--- config.mk ---
export PLATFORM = sky130hd
export DESIGN_NAME = snn_lif_layer
export DESIGN_NICKNAME = d
export VERILOG_FILES = /design/src/rtl/snn_lif_layer.sv
export SDC_FILE = /design/constraint.sdc
export NUM_CORES = 1
export LEC_CHECK = 0
export ABC_AREA = 0
export CAP_MARGIN = 30
export CORE_ASPECT_RATIO = 1.5
export CORE_MARGIN = 2
export CORE_UTILIZATION = 55
export DETAILED_ROUTE_END_ITERATION = 10
export GPL_TIMING_DRIVEN = 0
export PLACE_DENSITY = 0.81
export RECOVER_POWER = 25
export SYNTH_ARGS = -nofsm -noshare
export SYNTH_HDL_FRONTEND = slang
export SYNTH_SLANG_ARGS = --single-unit
--- constraint.sdc ---
create_clock -name clk -period 13 [get_ports clk]
set_clock_uncertainty 0.05 [all_clocks]
set_input_delay 2.6 -clock clk [delete_from_list [all_inputs] [get_ports clk]]
set_output_delay 2.6 -clock clk [all_outputs]
set_load 0.02 [all_outputs]
--- src/rtl/snn_lif_layer.sv ---
// -----------------------------------------------------------------------------
// snn_lif_layer
//
// Fully connected layer of leaky integrate-and-fire neurons. Every neuron j
// sees all N_IN input spike lines through its own row of signed weights
// w[j*N_IN + i]. One timestep is evaluated per step_en pulse: the membrane
// leaks by v >> LEAK_SHIFT, the weighted input spikes are added, the result
// is clamped to the unsigned membrane range and compared to THRESH. A neuron
// that fires resets to 0 and sits out REFRAC timesteps, ignoring its inputs.
//
// Ports
//   clk        clock
//   rst_n      synchronous active-low reset (weights, membranes, counters)
//   in_spk     [N_IN]   input spikes, sampled when step_en=1
//   step_en    advance every neuron by one timestep this cycle
//   cfg_we     weight write strobe
//   cfg_addr   [AW]     weight index = out_idx*N_IN + in_idx
//   cfg_data   [W_W]    signed weight value
//   mon_sel    [MW]     neuron whose membrane is shown on v_mon
//   out_spk    [N_OUT]  registered spike pulses, one cycle after step_en
//   v_mon      [V_W]    membrane of neuron mon_sel (0 if out of range)
//   step_done  registered pulse one cycle after every step_en
// -----------------------------------------------------------------------------

// Weight register file: one W_W-bit register per synapse, written through a
// per-entry address decode so indices >= NW simply never match.
//   clk, rst_n   clock and synchronous active-low reset (clears to 0)
//   we, addr, data  write port
//   w_flat       all weights, entry k at bits [k*W_W +: W_W]
module snn_lif_wregs #(
    parameter int NW  = 6,
    parameter int W_W = 4,
    parameter int AW  = 3
) (
    input  logic              clk,
    input  logic              rst_n,
    input  logic              we,
    input  logic [AW-1:0]     addr,
    input  logic [W_W-1:0]    data,
    output logic [NW*W_W-1:0] w_flat
);

    logic [W_W-1:0] w [NW];

    always_ff @(posedge clk) begin
        if (!rst_n) begin
            for (int k = 0; k < NW; k++) begin
                w[k] <= '0;
            end
        end else begin
            for (int k = 0; k < NW; k++) begin
                if (we && (addr == AW'(k))) begin
                    w[k] <= data;
                end
            end
        end
    end

    for (genvar g = 0; g < NW; g++) begin : g_flat
        assign w_flat[g*W_W +: W_W] = w[g];
    end

endmodule

module snn_lif_layer #(
    parameter int N_IN       = 3,
    parameter int N_OUT      = 2,
    parameter int W_W        = 4,
    parameter int V_W        = 8,
    parameter int LEAK_SHIFT = 2,
    parameter int THRESH     = 20,
    parameter int REFRAC     = 2,
    localparam int AW = ((N_IN * N_OUT) > 1) ? $clog2(N_IN * N_OUT) : 1,
    localparam int MW = (N_OUT > 1) ? $clog2(N_OUT) : 1
) (
    input  logic             clk,
    input  logic             rst_n,
    input  logic [N_IN-1:0]  in_spk,
    input  logic             step_en,
    input  logic             cfg_we,
    input  logic [AW-1:0]    cfg_addr,
    input  logic [W_W-1:0]   cfg_data,
    input  logic [MW-1:0]    mon_sel,
    output logic [N_OUT-1:0] out_spk,
    output logic [V_W-1:0]   v_mon,
    output logic             step_done
);

    localparam int NW  = N_IN * N_OUT;
    // Synaptic sum is wide enough that N_IN weights of either sign cannot wrap.
    localparam int SW  = W_W + $clog2(N_IN) + 1;
    // Membrane update width: V_W+2 normally; widened only if the synaptic sum
    // itself would not fit with a sign bit to spare.
    localparam int RW  = ((V_W + 2) > (SW + 1)) ? (V_W + 2) : (SW + 1);
    localparam int RFW = (REFRAC > 0) ? $clog2(REFRAC + 1) : 1;

    localparam logic [V_W-1:0] THRESH_V = V_W'(THRESH);
    localparam logic [RFW-1:0] REFRAC_V = RFW'(REFRAC);

    logic [NW*W_W-1:0]     w_flat;
    logic [V_W-1:0]        v       [N_OUT];
    logic [RFW-1:0]        refrac  [N_OUT];
    logic                  refrac_tc [N_OUT];
    logic signed [SW-1:0]  syn     [N_OUT];
    logic [V_W-1:0]        leaked  [N_OUT];
    logic signed [RW-1:0]  raw     [N_OUT];
    logic [V_W-1:0]        v_new   [N_OUT];
    logic [N_OUT-1:0]      fire;

    // Weights are registers, so a write landing on the same edge as a step
    // is only visible to the following step.
    snn_lif_wregs #(
        .NW  (NW),
        .W_W (W_W),
        .AW  (AW)
    ) u_wregs (
        .clk    (clk),
        .rst_n  (rst_n),
        .we     (cfg_we),
        .addr   (cfg_addr),
        .data   (cfg_data),
        .w_flat (w_flat)
    );

    always_comb begin
        logic signed [SW-1:0] acc;
        logic [W_W-1:0]       wv;
        acc  = '0;
        wv   = '0;
        fire = '0;
        for (int j = 0; j < N_OUT; j++) begin
            acc = '0;
            for (int i = 0; i < N_IN; i++) begin
                wv = w_flat[(j*N_IN + i)*W_W +: W_W];
                if (in_spk[i]) begin
                    acc = acc + $signed({{(SW-W_W){wv[W_W-1]}}, wv});
                end
            end
            syn[j] = acc;

            leaked[j] = v[j] - (v[j] >> LEAK_SHIFT);
            raw[j]    = $signed({{(RW-V_W){1'b0}}, leaked[j]})
                      + $signed({{(RW-SW){syn[j][SW-1]}}, syn[j]});

            // Clamp to [0, 2^V_W-1]: sign bit means negative, any bit above
            // the membrane width means overflow.
            if (raw[j][RW-1]) begin
                v_new[j] = '0;
            end else if (|raw[j][RW-2:V_W]) begin
                v_new[j] = '1;
            end else begin
                v_new[j] = raw[j][V_W-1:0];
            end

            fire[j]      = (v_new[j] >= THRESH_V);
            refrac_tc[j] = (refrac[j] == '0);
        end
    end

    always_ff @(posedge clk) begin
        if (!rst_n) begin
            for (int j = 0; j < N_OUT; j++) begin
                v[j]      <= '0;
                refrac[j] <= '0;
            end
            out_spk   <= '0;
            step_done <= 1'b0;
        end else begin
            out_spk   <= '0;
            step_done <= step_en;
            if (step_en) begin
                for (int j = 0; j < N_OUT; j++) begin
                    if (!refrac_tc[j]) begin
                        // Refractory: count down, membrane pinned at rest.
                        refrac[j] <= refrac[j] - RFW'(1);
                        v[j]      <= '0;
                    end else if (fire[j]) begin
                        out_spk[j] <= 1'b1;
                        v[j]       <= '0;
                        refrac[j]  <= REFRAC_V;
                    end else begin
                        v[j] <= v_new[j];
                    end
                end
            end
        end
    end

    // Decode-style mux so an out-of-range mon_sel matches nothing and reads 0.
    always_comb begin
        v_mon = '0;
        for (int j = 0; j < N_OUT; j++) begin
            if (mon_sel == MW'(j)) begin
                v_mon = v[j];
            end
        end
    end

endmodule

==> results of run 1 <==
## power breakdown
part	internal, mW	total, mW	switching, mW
clock	0.0913	0.148	0.0564
combinational	0.161	0.374	0.213
sequential	0.181	0.189	0.00805
total	0.433	0.711	0.278
## per-layer routing
layer  part of all wire (%)  wire length [µm]  up-vias  GRT usage [%]
met1                     39              3670     1674           25.8
met4                    3.3               310        0           11.2
met5                      0                 0        -              0
met3                    3.2               304       28           2.77
li1                       -                 -     1738              -
met2                     54              5070       79           44.4
## worst reg2reg max path, stage by stage (launching register included)
cell and delay (ps):
edfxtp_1 340, and2_1 170, ha_1 200, fa_1 410, a2111oi_0 470, o22a_1 260
ha_1 220, a21oi_1 90, o22ai_1 220, a221oi_2 110, xnor2_1 480, ha_1 370
a21oi_1 270, inv_1 70, a21oi_1 130, o21ai_0 130, xnor2_1 330, and3_1 260
or3b_1 430, nor3b_1 330
## cells in the final DEF, fill, tap and decap left out, types with 7 or more instances in the layout
cell and n:
nor2_1 29, mux2_2 16, inv_1 45, fa_1 8, xor2_1 8, xnor2_1 25
and2_1 14, a21oi_1 30, nor3_1 13, a21o_1 11, o21ai_0 29, nand2b_1 7
nand2_1 22, edfxtp_1 42, and2_0 18, clkdlybuf4s50_1 22, ha_1 51
## metrics by stage
stage	cell area [µm²]	utilization [%]	power, mW	std cells
final	4950	64.2	0.711	600
after global routing	4950	64.2	0.767	600
after CTS	4950	64.2	0.711	600
after detailed placement	4780	62.0	0.560	592
after global placement	4780	62.0	0.544	592
after floorplan	4410	-	0.480	466
## cell families after synthesis
| kind of cell | share of synthesized area (%) |
|---|---|
| compound gates | 19.2 |
| xor+xnor | 7.09 |
| buf+inv | 4.56 |
| other cells | 0.0853 |
| flops | 31.0 |
| mux | 4.33 |
| simple gates | 15.6 |
| fa+ha+maj | 18.2 |
## synthesized netlist by cell type (all sizes together), types with 6 or more instances
library cell  count
o31ai             6
xor2              8
o21bai            6
a21o             11
nand2            22
and2             32
xnor2            25
edfxtp           42
fa                8
mux2             16
a21oi            31
ha               51
o21ai            31
nand2b            7
nor2             29
inv              45
nor3             13
## area by class of cell
type | count | area share (%)
multi-input cells | 368 | 57.6
flip-flops and latches | 47 | 27.5
well taps | 102 | 2.58
clock buffers | 5 | 2.53
repair buffers | 24 | 4.85
clock inverters | 3 | 0.935
plain buffers | 6 | 0.632
inverters | 45 | 3.41
## sequential cells by signal, indices dropped and copies added, names as in the netlist
signal / cells
v: 16
u_wregs.w: 24
out_spk: 2
refrac: 4
step_done: 1
## worst max-delay path by stage
stage	start	endpoint	slack, ps	depth (start not counted)
2_1_floorplan	in_spk[0]	refrac[0][0]	5990	18
3_3_place_gp	in_spk[0]	v[1][4]	4900	20
3_5_place_dp	in_spk[0]	v[1][4]	4810	19
4_1_cts	in_spk[0]	v[1][4]	5070	20
5_1_grt	in_spk[0]	v[1][4]	4670	20
6_report	in_spk[0]	v[1][4]	4930	20
==> out/qor.txt, run 1 <==
fin crit share -> 62.1%
leakage power -> 2.07 nW
Filler cells -> 656
Critical Path AT -> 8100 ps
critical path launch point type -> input port
Setup TNS -> 0 ps
area of the multi-input gates -> 2850 µm²
Area growth, synth to finish -> 12.7%
crit-path max FO -> 8
reg2reg setup slack -> 7440 ps
Initial Util -> 57.0%
hold-fix buffers at CTS -> 0
post-CTS setup buffer count -> 0
Finish-stage setup viols -> 0
register bit count reported by yosys -> 47
synth top area cells -> edfxtp_1 (29%), ha_1 (15%), xnor2_1 (5.0%), and2_1 (4.6%), mux2_2 (4.1%)
critical path class -> input port to register
total track usage -> 23.4%
Synth top area share -> 28.7%
critical path required time -> 13030 ps
Clock Tree Buf Depth -> 2
peak supply drop -> 0.000106 V
grt total ovfl -> 0
Worst Hold Launch -> refrac[1][1]
DP Worst Slack -> 4810 ps
slack of the critical path -> 4930 ps
Rows -> 39
vias in the first global route -> 3696
Hold WC Path Type -> register to register
layout cells sized above 1 -> 7.63%
Worst path max stage delay -> 510 ps
Pwr per Cell Area -> 144 nW/µm²
Slew @ Worst Pin -> 784 ps
Die ar. -> 8730 µm²
RSZ-0062 raised after global routing -> false
worst-case reg-to-reg path depth -> 19
Reg-to-Reg End -> v[1][4]
Post-Route WL -> 9360 µm
largest net degree at the start of global routing -> 17
Yosys top cell by area -> edfxtp_1
CTS tree -> yes
MaxCap Viol Count -> 0
Clock transition at path regs -> 70 ps
Fin. Hold Viols -> 0
via count -> 3519
drt drc -> 0
EDFF count, synth -> 42
total CTS buffers -> 5
H-Tree Depth -> 2
FFs w/ async S/R, synth -> 0%
Worst setup EP type -> register
Final HPWL DP -> 7510 µm
outcome -> completed
Reg area -> 1360 µm²
count of buffers from port buffering -> 24
Slew Limit Headroom -> 47.1%
synthesized area -> 4390 µm²
Reg2Reg Launch Point -> u_wregs.w[0][12]
TritonRoute pass-1 iters -> 4
cells along the critical path -> clkdlybuf4s50_1, and2_1, ha_1, fa_1, a2111oi_0, o22a_1, ha_1, a21oi_1, o22ai_1, a221oi_2, xnor2_1, ha_1, a21oi_1, inv_1, a21oi_1, o21ai_0, xnor2_1, and3_1, or3b_1, nor3b_1
initial antenna violation count -> 0
delay-heaviest family, CP -> compound AO/OA/AOI/OAI gates
global-route wire length before repair -> 16600 µm
CORE AREA -> 7710 µm²
antenna-violating nets left -> 0
count of different cell masters after synthesis -> 59
Avg Synthesized Cell Area -> 9.53 µm²
diodes inserted -> 0
Mapped Cells -> 461
Hold WS -> 488 ps
die height -> 113 µm
DR vias/cell -> 5.87
WL/cell -> 15.6 µm
CTS Root Cell -> clkbuf_16
gpl congestion -> 0.930
Ys Warns -> 0
drt initial violations -> 168
hold path depth -> 2
Sink Count -> 47
PostCTS Resize Cnt -> 0
Final min period -> 8070 ps
final slew viol count -> 0
num ports -> 26
Die X -> 77.0 µm
FMAX -> 124 MHz
final net count -> 571
Min-Delay Endpoint -> refrac[1][1]
latest clock arrival within the worst-skew pair -> 290 ps
CP bufs+invs -> 2
slowest stage cell on the critical path -> clkdlybuf4s50_1
prevailing post-synth register cell -> edfxtp_1
sequential area share after synthesis -> 31.0%
Note: power is estimated with default switching activity, not from simulation.
==> run 2: changes to the inputs <==
- clock period: 13 -> 7.5 ns (I/O delays scaled with it)
==> results of run 2 <==
Same layout as run 1 (identical final DEF). Status: completed.
Among the figures that moved: setup slack after placement 4810 ps -> 409 ps; setup slack after layout 4930 ps -> 530 ps; register-to-register setup slack 7440 ps -> 1940 ps; total power 0.711 mW -> 1.23 mW; worst IR drop on VDD 0.000106 V -> 0.000184 V
